[config.mk]
export PLATFORM = sky130hd
export DESIGN_NAME = hazard_scoreboard
export DESIGN_NICKNAME = d
export VERILOG_FILES = /design/src/rtl/hazard_defs_pkg.sv /design/src/rtl/md_busy_timer.sv /design/src/rtl/hazard_scoreboard.sv
export SDC_FILE = /design/constraint.sdc
export NUM_CORES = 1
export LEC_CHECK = 0
export CAP_MARGIN = 20
export CELL_PAD_IN_SITES_DETAIL_PLACEMENT = 0
export CELL_PAD_IN_SITES_GLOBAL_PLACEMENT = 1
export CORE_UTILIZATION = 40
export DETAILED_ROUTE_END_ITERATION = 10
export PLACE_DENSITY = 0.95
export SLEW_MARGIN = 20
export SYNTH_ARGS = -nofsm -noshare
export SYNTH_HDL_FRONTEND = slang
export SYNTH_SLANG_ARGS = --single-unit
export TNS_END_PERCENT = 1
[constraint.sdc]
create_clock -name clk -period 5.9 [get_ports clk]
set_input_delay 1.18 -clock clk [delete_from_list [all_inputs] [get_ports clk]]
set_output_delay 1.18 -clock clk [all_outputs]
set_load 0.02 [all_outputs]
[src/rtl/hazard_defs_pkg.sv]
// ---------------------------------------------------------------------------
// hazard_defs
// Shared definitions for the D-stage hazard scoreboard. It provides:
//   - the forward-select encodings driven on fwd_rs / fwd_rt
//   - the Tnew encodings that the decoder presents on tnew_d
//   - the bit positions of each Tuse flag inside tuse_d
//   - the scoreboard stage record and the saturating Tnew decrement
// Optional feature macro used by the importing files: HAZARD_MD_EN
// ---------------------------------------------------------------------------
package hazard_defs;

    typedef enum logic [1:0] {
        FWD_RF = 2'd0,
        FWD_E  = 2'd1,
        FWD_M  = 2'd2,
        FWD_W  = 2'd3
    } fwd_sel_e;

    localparam logic [1:0] TNEW_JAL  = 2'd0;
    localparam logic [1:0] TNEW_ALU  = 2'd1;
    localparam logic [1:0] TNEW_LOAD = 2'd2;

    // tuse_d = {rs0, rs1, rt0, rt1, rt2}
    localparam int TUSE_RS0 = 4;
    localparam int TUSE_RS1 = 3;
    localparam int TUSE_RT0 = 2;
    localparam int TUSE_RT1 = 1;
    localparam int TUSE_RT2 = 0;

    // Wide enough to hold the longest (divide) busy period.
    localparam int MD_CNT_W = 4;

    typedef struct packed {
        logic [4:0] dst;
        logic [1:0] tnew;
    } stage_t;

    function automatic logic [1:0] sat_dec(input logic [1:0] t);
        return (t == 2'd0) ? 2'd0 : t - 2'd1;
    endfunction

endpackage

[src/rtl/md_busy_timer.sv]
// ---------------------------------------------------------------------------
// md_busy_timer
// HI/LO multiply/divide busy timer. Whenever load_i is high on a clock edge,
// the counter takes load_val_i. Otherwise it counts down and stops at zero.
// busy_o is high while the count is non-zero. A pipeline flush does not reach
// this block, so the unit always runs to completion. The block is only
// instantiated when HAZARD_MD_EN is defined.
// Ports:
//   clk        in   pipeline clock
//   rst_n      in   asynchronous active-low reset
//   load_val_i in   busy period to load (MD_CNT_W bits)
//   load_i     in   load strobe
//   busy_o     out  counter non-zero
// ---------------------------------------------------------------------------
module md_busy_timer
    import hazard_defs::*;
(
    input  logic                clk,
    input  logic                rst_n,
    input  logic [MD_CNT_W-1:0] load_val_i,
    input  logic                load_i,
    output logic                busy_o
);

    logic [MD_CNT_W-1:0] cnt_q;
    logic [MD_CNT_W-1:0] cnt_d;

    always_comb begin
        cnt_d = cnt_q;
        if (load_i) begin
            cnt_d = load_val_i;
        end else if (cnt_q != '0) begin
            cnt_d = cnt_q - 1'b1;
        end
    end

    always_ff @(posedge clk or negedge rst_n) begin
        if (!rst_n) begin
            cnt_q <= '0;
        end else begin
            cnt_q <= cnt_d;
        end
    end

    assign busy_o = (cnt_q != '0);

endmodule

[src/rtl/hazard_scoreboard.sv]
// ---------------------------------------------------------------------------
// hazard_scoreboard
// D-stage hazard controller for the 5-stage MIPS pipeline. A shift-register
// scoreboard tracks the destination register and the remaining Tnew of the
// instructions in E, M and W. W always has a Tnew of 0. From this state and
// the Tuse flags of the instruction in D, the block produces the D-stage
// stall and the rs/rt forward selects.
// Optional feature: HAZARD_MD_EN adds the HI/LO busy timer, the md stall and
// md_busy. When the macro is undefined, md_op_d, md_div_d and md_use_d are
// ignored and md_busy is tied to 0.
// Ports:
//   clk, rst_n         clock, asynchronous active-low reset
//   tuse_d[4:0]        {rs0,rs1,rt0,rt1,rt2} Tuse flags of the D instruction
//   rs_d, rt_d         D instruction source register fields
//   dst_d, tnew_d      D instruction destination (0 = none) and Tnew
//   md_op_d, md_div_d  D instruction is mult/div, and is a divide
//   md_use_d           D instruction touches HI/LO
//   flush              exception/ERET flush of E/M/W
//   stall              freeze PC/D and inject a bubble into E
//   fwd_rs, fwd_rt     0 regfile, 1 E, 2 M, 3 W
//   md_busy            HI/LO unit busy
// ---------------------------------------------------------------------------
module hazard_scoreboard
    import hazard_defs::*;
#(
    parameter int MULT_CYC = 5,
    parameter int DIV_CYC  = 10
) (
    input  logic       clk,
    input  logic       rst_n,
    input  logic [4:0] tuse_d,
    input  logic [4:0] rs_d,
    input  logic [4:0] rt_d,
    input  logic [4:0] dst_d,
    input  logic [1:0] tnew_d,
    input  logic       md_op_d,
    input  logic       md_div_d,
    input  logic       md_use_d,
    input  logic       flush,
    output logic       stall,
    output logic [1:0] fwd_rs,
    output logic [1:0] fwd_rt,
    output logic       md_busy
);

    stage_t     e_q, e_d;
    stage_t     m_q, m_d;
    logic [4:0] w_dst_q, w_dst_d;

    logic       rs_used, rt_used;
    logic [1:0] rs_tuse, rt_tuse;
    logic       rs_stall, rt_stall, md_stall;

    // Only the youngest matching stage is considered. Once E matches, the
    // older M entry is irrelevant because it holds a stale value.
    function automatic logic operand_stall(input logic       used,
                                           input logic [1:0] tuse,
                                           input logic [4:0] r,
                                           input stage_t     e,
                                           input stage_t     m);
        logic s;
        s = 1'b0;
        if (used && (r != 5'd0)) begin
            if (r == e.dst) begin
                s = (e.tnew > tuse);
            end else if (r == m.dst) begin
                s = (m.tnew > tuse);
            end
        end
        return s;
    endfunction

    // Any producer that is not yet ready selects the regfile. The select
    // never falls back to an older stage, which would give stale data.
    function automatic logic [1:0] fwd_select(input logic [4:0] r,
                                              input stage_t     e,
                                              input stage_t     m,
                                              input logic [4:0] w);
        logic [1:0] sel;
        sel = FWD_RF;
        if (r != 5'd0) begin
            if (r == e.dst) begin
                sel = (e.tnew == 2'd0) ? FWD_E : FWD_RF;
            end else if (r == m.dst) begin
                sel = (m.tnew == 2'd0) ? FWD_M : FWD_RF;
            end else if (r == w) begin
                sel = FWD_W;
            end
        end
        return sel;
    endfunction

    always_comb begin
        rs_used  = tuse_d[TUSE_RS0] | tuse_d[TUSE_RS1];
        rs_tuse  = tuse_d[TUSE_RS0] ? 2'd0 : 2'd1;
        rt_used  = tuse_d[TUSE_RT0] | tuse_d[TUSE_RT1] | tuse_d[TUSE_RT2];
        rt_tuse  = tuse_d[TUSE_RT0] ? 2'd0 : (tuse_d[TUSE_RT1] ? 2'd1 : 2'd2);
        rs_stall = operand_stall(rs_used, rs_tuse, rs_d, e_q, m_q);
        rt_stall = operand_stall(rt_used, rt_tuse, rt_d, e_q, m_q);
        fwd_rs   = fwd_select(rs_d, e_q, m_q, w_dst_q);
        fwd_rt   = fwd_select(rt_d, e_q, m_q, w_dst_q);
    end

`ifdef HAZARD_MD_EN
    logic                md_load;
    logic [MD_CNT_W-1:0] md_load_val;

    // A stalled or flushed mult/div has not really entered E, so it must
    // not start the timer.
    assign md_load     = md_op_d & ~stall & ~flush;
    assign md_load_val = md_div_d ? MD_CNT_W'(DIV_CYC) : MD_CNT_W'(MULT_CYC);

    md_busy_timer u_md_busy_timer (
        .clk        (clk),
        .rst_n      (rst_n),
        .load_val_i (md_load_val),
        .load_i     (md_load),
        .busy_o     (md_busy)
    );

    assign md_stall = md_use_d & md_busy;
`else
    logic unused_md;
    assign unused_md = ^{md_op_d, md_div_d, md_use_d, (MULT_CYC != 0), (DIV_CYC != 0)};
    assign md_busy   = 1'b0;
    assign md_stall  = 1'b0;
`endif

    assign stall = rs_stall | rt_stall | md_stall;

    // A flush takes priority over a stall. A stall keeps D frozen, so M and
    // W still advance while E takes a bubble.
    always_comb begin
        e_d     = e_q;
        m_d     = m_q;
        w_dst_d = w_dst_q;
        if (flush) begin
            e_d     = '0;
            m_d     = '0;
            w_dst_d = '0;
        end else if (stall) begin
            e_d      = '0;
            m_d.dst  = e_q.dst;
            m_d.tnew = sat_dec(e_q.tnew);
            w_dst_d  = m_q.dst;
        end else begin
            e_d.dst  = dst_d;
            e_d.tnew = tnew_d;
            m_d.dst  = e_q.dst;
            m_d.tnew = sat_dec(e_q.tnew);
            w_dst_d  = m_q.dst;
        end
    end

    always_ff @(posedge clk or negedge rst_n) begin
        if (!rst_n) begin
            e_q     <= '0;
            m_q     <= '0;
            w_dst_q <= '0;
        end else begin
            e_q     <= e_d;
            m_q     <= m_d;
            w_dst_q <= w_dst_d;
        end
    end

endmodule

==> results of run 1 <==
-- metrics by stage --
stage	utilization	setup WS [ns]	hold WS (ns)	cell area, sq um	std cells
3_3_place_gp	0.531	0.786	0.449	1660	204
3_5_place_dp	0.531	0.770	0.474	1660	204
2_1_floorplan	-	2.00	0.431	1360	136
6_report	0.540	0.775	0.485	1690	208
4_1_cts	0.540	0.765	0.489	1690	208
5_1_grt	0.540	0.655	0.516	1690	208
-- worst register-to-register path: cells and delay by family (launching register included) --
family / cells / cell delay, ns
simple gates: 2 / 0.26
compound gates: 3 / 0.90
flops: 1 / 0.41
fa+ha+maj: 1 / 0.31
-- cell type report --
class                           instances  area (sq um)  area share
Timing Repair Buffer                   29           290       0.172
Clock buffer                            4          26.3      0.0156
Tap cell                               44          55.1      0.0326
Sequential cell                        19           475       0.282
Inverter                                4          15.0     0.00890
Multi-Input combinational cell        108           826       0.489
-- kinds of logic after synthesis --
family | share of synthesized area
compound gates | 0.0932
buf+inv | 0.0406
simple gates | 0.264
fa+ha+maj | 0.0553
xor+xnor | 0.194
other cells | 0.00276
flops | 0.351
-- power groups by stage --
stage	logic, mW	clock network, mW	registers [mW]
after floorplan	0.0517	0	0.144
after global placement	0.0812	0	0.145
after detailed placement	0.0840	0	0.146
after CTS	0.0843	0.0636	0.143
after global routing	0.0928	0.0737	0.144
final	0.0837	0.0626	0.143
-- flip-flops by register name, summed over array words and instances, names as in the netlist --
name     flops
m_q          7
e_q          7
w_dst_q      5
-- worst max-delay path by stage --
stage	slack, ns	cells past startpoint	end	from
6_report	0.77	8	stall	tuse_d[2]
5_1_grt	0.65	8	stall	tuse_d[2]
4_1_cts	0.77	8	stall	tuse_d[2]
3_5_place_dp	0.77	8	stall	tuse_d[2]
3_3_place_gp	0.79	8	stall	tuse_d[2]
2_1_floorplan	2.00	7	stall	tuse_d[2]
-- cell usage in the layout, fill, tap and decap left out, types with 3 or more instances in the layout --
master                            instances
sky130_fd_sc_hd__clkdlybuf4s50_1         29
sky130_fd_sc_hd__xor2_1                  20
sky130_fd_sc_hd__dfrtp_1                 19
sky130_fd_sc_hd__nor2b_1                 12
sky130_fd_sc_hd__nor2_1                  10
sky130_fd_sc_hd__xnor2_1                 10
sky130_fd_sc_hd__nand2_1                  7
sky130_fd_sc_hd__nor3b_2                  7
sky130_fd_sc_hd__ha_1                     6
sky130_fd_sc_hd__nand3_1                  5
sky130_fd_sc_hd__inv_1                    4
sky130_fd_sc_hd__nor3_2                   4
sky130_fd_sc_hd__a211oi_1                 4
sky130_fd_sc_hd__a31oi_1                  3
sky130_fd_sc_hd__clkbuf_4                 3
-- routing by layer --
| metal | wire length, um | track usage | part of all wire | vias up |
|---|---|---|---|---|
| met4 | 0 | 0.0565 | 0 | 0 |
| li1 | - | - | - | 515 |
| met5 | 0 | 0 | 0 | - |
| met3 | 133 | 0.0325 | 0.048 | 0 |
| met1 | 1170 | 0.219 | 0.42 | 517 |
| met2 | 1450 | 0.323 | 0.53 | 42 |
==> results summary, run 1 <==
After synthesis, the share of flip-flops with an asynchronous set or reset is 1.00. The clock input transition at the sequential cells of the worst setup and hold paths is 0.10 ns. The worst pin sits at a relative slew slack of 0.464. STA classifies the critical path endpoint as an output port. Summed over all nets, the switching power comes to 0.0849 mW. The final setup violation count is 0. In this run the vertical extent of the chip is 60.2 um. Together, buffers and inverters on the worst path number 2. The cell type contributing the most total cell area after synthesis is sky130_fd_sc_hd__dfrtp_1. Synthesis inferred 19 register bits. Measured along the x axis, the die boundary spans around 60 um. The post-synthesis cell type count came out at 32. The worst register-to-register path begins at m_q[1]. The flow ran to the end, and the final reports show no timing, DRC or antenna violations. The most numerous cell type found on the critical path is sky130_fd_sc_hd__clkdlybuf4s50_1. The switching part of the total power is 0.293. The number of violations reported at the end of detailed-routing iteration 0 is 37.

The post-CTS setup-driven buffer insertion count is 0. In this run the clock root is driven by a sky130_fd_sc_hd__clkbuf_4. The transition at the pin with the smallest max-transition slack came out at between 0.8 and 0.9 ns. STA puts the critical path data arrival time at 3.95 ns.

The number of buffers created by CTS came out at 3. The relative contribution of combinational cells to total power is 0.289. The global-route wire length before repair is 4730 um. The number of global-route vias before repair came out at 1088.

The type of element launching the critical path is an input pin. The final worst clock skew came out at 0.00209 ns. Of the post-synthesis cell area, the dominant cell type holds 0.351.

The via count of the routed design is 1074. The cell-internal power is 0.205 mW. The clock reaches the later pin of the worst-skew pair after 0.29 ns. The cell class contributing the biggest share of worst-path delay is buffers and inverters.

For this run, the leading register cell type out of synthesis is sky130_fd_sc_hd__dfrtp_1. The clock period minus final worst setup slack came out at 5.13 ns. The synthesis warning total came out at 0. The final critical-path share of the clock period is 0.869. Yosys instantiated no cell more often than sky130_fd_sc_hd__xor2_1.

TritonCTS built the clock tree. The total I/O pin count came out at 34. In this run the static leakage power is 0.705 nW. The effective utilization at floorplan is 0.434. The CTS H-tree depth is 1. The highest-delay cell along the critical path is sky130_fd_sc_hd__clkdlybuf4s50_1. After detailed routing, the number of remaining DRC violations is 0.

The layout cell share with drive strength beyond 1 is 0.134. The remaining antenna violation count after routing came out at 0. The sequential-to-total area share from yosys stat is 0.351. The sum of net half-perimeters after detailed placement is between 2000 and 2500 um.

The placer congestion estimate came out at between 0.8 and 0.9. The number of enable flip-flop cells after synthesis is 0. On the worst path, the slowest cell contributes a delay of between 0.6 and 0.7 ns. After filler insertion, the fill cell instance count of the layout stands at 290.

The cell count after synthesis came out at between 100 and 150. The overall track demand over capacity in global routing is 0.181. Counting instances in the post-synthesis netlist gives the leading cell types as sky130_fd_sc_hd__xor2_1 (20), sky130_fd_sc_hd__dfrtp_1 (19), sky130_fd_sc_hd__nor2b_1 (12), sky130_fd_sc_hd__nor2_1 (10), sky130_fd_sc_hd__xnor2_1 (10).

Gates resized during post-CTS repair numbered 0. The clock group share of total power is 0.216. By area the synthesized netlist is led by sky130_fd_sc_hd__dfrtp_1 (35%), sky130_fd_sc_hd__xor2_1 (13%), sky130_fd_sc_hd__nor3b_2 (6.5%). The full die area came out at 3630 sq um.

The worst hold path begins at e_q[0]. The worst supply voltage drop on vdd came out at 0.000136 V. The accumulated negative setup slack came out at 0 ns. The endpoint identified for the worst register-to-register timing path is e_q[3]. The standard-cell row count came out at 20. Along the worst path, the maximum fanout reaches 8. Using the TritonRoute via totals, the vias-per-cell ratio works out to 5.16. The pin count of the biggest net entering global routing is 20.

The number of hold violations in the final report is 0. Walking the worst path, the cells encountered are clkdlybuf4s50_1 -> or2_2 -> ha_1 -> and2_1 -> a2111oi_0 -> a22o_2 -> a32o_2 -> clkdlybuf4s50_1. Static timing analysis puts the maximum clock frequency at 0.195 GHz.

The area of the mapped netlist came out at 1360 sq um. The path class of the tightest hold or removal check is reg -> reg. The aggregate routed wire length came out at 2750 um. The required time at the worst-slack endpoint is around 4.7 ns. The cell depth of the worst hold path is 1. The standard cell core area is 3130 sq um. The number of maximum-capacitance violations came out at 0. The repair_antennas step left the layout with diodes totalling 0. The first detailed-routing pass ran for 4 iterations. In this run, post-CTS hold repair placed 0 buffers. The design draws 0.289 mW. The number of antenna violations at the first check in global routing was 0. The layout overhead on the synthesized area is 24.4%. The net count after synthesis is 170. The depth of the worst register-to-register path is 6.

The max-slew violation total from the final report came out at 0. The count of input and output buffers is 29. The share of total power dissipated in sequential elements is 0.494. The per-instance average area after synthesis came out at 9.97 sq um. The number of nets at the end of the flow came out at 199. Setup repair after global routing left no endpoint under its margin. The path with the worst hold slack has its endpoint at m_q[0].

The buffer levels on the longest clock path came out at 2. Across all register-to-register paths, the minimum setup slack is 3.90 ns. The total clock sinks is 19. The worst setup path is of the in -> out kind. The power density relative to cell area came out at between 150 and 200 nW/um^2.

The mean routed wirelength per cell is 13.2 um. The overflow left after global routing came out at 0.
(Power assumes the default switching activity.)
==> inputs of run 2 (changes only) <==
--- a/config.mk
+++ b/config.mk
@@ -5,9 +5,9 @@
 export SDC_FILE = /design/constraint.sdc
 export NUM_CORES = 1
 export LEC_CHECK = 0
-export CAP_MARGIN = 20
 export CELL_PAD_IN_SITES_DETAIL_PLACEMENT = 0
 export CELL_PAD_IN_SITES_GLOBAL_PLACEMENT = 1
+export CORE_ASPECT_RATIO = 0.7
 export CORE_UTILIZATION = 40
 export DETAILED_ROUTE_END_ITERATION = 10
 export PLACE_DENSITY = 0.95
==> run 2 against run 1 <==
Wire length decreased by 1.6%. Non-clock buffer count stayed put. Fmax up 0.48%. Setup slack improved by 0.025 ns. Die area rose by 0.11%. Combinational power decreased by 0.5%. Clock skew down 0.0012 ns. Sequential share of layout area down 0.19 points. Global-route usage down 2.3 points. Clock power is 37% higher. Critical path type unchanged.
==> results summary, run 2 (synthesis gave the netlist of run 1 again) <==
The total DRC errors in the routed layout came out at 0. The area used by multi-input combinational logic is 826 sq um. The largest individual stage delay along the critical path comes from the cell sky130_fd_sc_hd__clkdlybuf4s50_1.

The combined flip-flop and latch cell area is 475 sq um. The detailed-routing iteration count for the pre-antenna-repair pass is 4. The run finished with clean final reports. The worst hold slack across all endpoints is 0.482 ns. The type of the worst setup path is in -> out. After floorplanning, the core was sized to cover 3190 sq um. The number of antenna violations at the first check in global routing was 0. The number of violations reported at the end of detailed-routing iteration 0 is 20.

The required time at the worst-slack endpoint came out at about 4.7 ns. IR analysis of the VDD net gives a maximum drop of about 0.00018 V. The total clock sinks came out at 19. The count of instances resized after the clock tree is built is 0. The tool flagged a number of max-cap violations equal to 0.

The number of inserted filler cells in the final layout is between 200 and 300. For this run, the top clock speed supported by timing is 0.196 GHz. Traced cell by cell, the critical path runs through clkdlybuf4s50_1 -> or2_2 -> ha_1 -> and2_1 -> a2111oi_0 -> a22o_2 -> a32o_2 -> clkdlybuf4s50_1. The via count of the routed design came out at 1027. The worst min-delay path endpoint is m_q[0]. With fillers left out, the area of the finished cells amounts to 1700 sq um. The placer congestion estimate came out at 0.843. The worst setup path is launched from an input pin. The endpoint kind of the worst setup timing path is an output port. The post-detailed-placement cell area is 1650 sq um. In this run the post-CTS setup repair buffer count came out at 0.

The max-slew violation total from the final report came to 0. The buffer levels on the longest clock path is 2. Setup violations remaining at the end of the flow were counted as 0. The worst slew margin relative to its limit came out at 0.473.

For this run, the slowest stage of the critical path takes 0.66 ns. The number of hold violations in the final report came out at 0. The pre-CTS worst setup slack came out at 0.784 ns. The clock latency on the worst-skew pair came out at 0.25 ns. The worst hold path class is reg -> reg. The total power of the final layout came out at between 0.3 and 0.4 mW.

The CTS H-tree depth is 1. The sum of net half-perimeters after detailed placement is 2290 um. Buffers inserted to repair hold after CTS numbered 0. The count of input and output buffers came out at 29.

The clock period minus final worst setup slack is between 5 and 6 ns. Leaving out fill and tap cells, the most frequent cells in the layout are sky130_fd_sc_hd__clkdlybuf4s50_1 (29), sky130_fd_sc_hd__xor2_1 (20), sky130_fd_sc_hd__dfrtp_1 (19), sky130_fd_sc_hd__nor2b_1 (12). The total overflow left after global routing is 0. The number of vias per cell came out at 5.08. The final critical-path share of the clock period came out at 0.865. The number of buffers created by CTS is 3.

The reg-to-reg startpoint is m_q[1]. The accumulated negative setup slack came out at 0 ns. The worst path setup slack after routing is 0.799 ns. The final worst clock skew came out at 0.000922 ns. The worst reg2reg path endpoint is e_q[6].

For the pin with the worst max-slew slack, the measured transition is between 0.7 and 0.8 ns. The number of diodes added for antenna fixing is 0. The layout overhead on the synthesized area came out at 25.3%. The depth of the worst register-to-register path is 6. The aggregate routed wire length is roughly 2700 um. Setup repair after global routing left no endpoint under its margin. The global-route wire length before repair is 4360 um. The largest registers in the layout are e_q (7), m_q (7), w_dst_q (5). The pin count of the biggest net entering global routing came out at 20. After clock tree synthesis, the clock-pin slew on the worst setup and hold paths is ~0.060 ns. The worst register-to-register path has a setup slack of roughly 3.9 ns. The power density relative to cell area came out at 184 nW/um^2. In this run the count of I/O pins placed on the die edge is 34.

After floorplanning, the core was divided into 17 placement rows. The cell depth of the worst hold path came out at 1. The full die area is approximately 3600 sq um. The overall track demand over capacity in global routing came out at 0.158.

Summed over all cells, the static leakage comes to 0.713 nW. The layout cell share with drive strength beyond 1 is 0.134. The number of global-route vias before repair is 979. The die is 71.6 um wide.

The effective utilization at floorplan came out at 0.425. The cell occurring most often along the worst timing path is sky130_fd_sc_hd__clkdlybuf4s50_1. TritonCTS built the clock tree. Dividing the detail-routed wire length by the instance count gives 13.4 um. The library cell used as clock root buffer is sky130_fd_sc_hd__clkbuf_8.

The number of nets at the end of the flow is between 150 and 200. The startpoint identified for the worst hold timing path is e_q[0]. The library cell used most frequently in the layout, excluding fill and tap cells, is sky130_fd_sc_hd__clkdlybuf4s50_1. The worst-path maximum fanout came out at 8. The remaining antenna violation count after routing came out at 0. The arrival time of the worst setup path is slightly below 4 ns.

Measured along the y axis, the die boundary spans 50.7 um.
==> run 2: changes by cell type in the layout (fill, tap and decap cells not counted) <==
| cell | change |
|---|---|
| sky130_fd_sc_hd__clkbuf_4 | -3 |
| sky130_fd_sc_hd__clkbuf_8 | +3 |
==> run 2: per-layer routing <==
metal	up-vias	wire length (um)	GRT usage
met1	482	1370	0.216
li1	514	-	-
met3	4	118	0.0261
met5	-	0	0
met4	0	29	0.0654
met2	27	1190	0.248
==> run 2: layout make-up <==
cell class                      instances  area share
Sequential cell                        19       0.280
Tap cell                               38      0.0280
Timing Repair Buffer                   29       0.171
Clock buffer                            4      0.0265
Inverter                                4     0.00884
Multi-Input combinational cell        108       0.486
==> run 2: through the flow <==
step	instances	utilization
2_1_floorplan	136	-
3_3_place_gp	198	0.518
3_5_place_dp	198	0.518
4_1_cts	202	0.533
5_1_grt	202	0.533
6_report	202	0.533
==> run 2: worst max path at each step <==
stage	from	to	slack, ns	cells after the start
4_1_cts	tuse_d[2]	stall	0.79	8
3_5_place_dp	tuse_d[2]	stall	0.78	8
5_1_grt	tuse_d[2]	stall	0.67	8
3_3_place_gp	tuse_d[2]	stall	0.79	8
2_1_floorplan	tuse_d[2]	stall	2.00	7
6_report	tuse_d[2]	stall	0.80	8
==> run 2: power breakdown <==
group	total [mW]	leakage [nW]	switching [mW]	internal, mW
Sequential	0.144	0.254	0.00719	0.137
Combinational	0.0833	0.436	0.0415	0.0418
Clock	0.0856	0.0228	0.0377	0.0479
==> run 2: worst max-delay path: cells and delay by family <==
family                     cells  cell delay [ns]
buffers and inverters          2             1.07
adders and majority gates      1             0.30
AOI/OAI and AO/OA              3             0.86
and+or+nand+nor                2             0.50
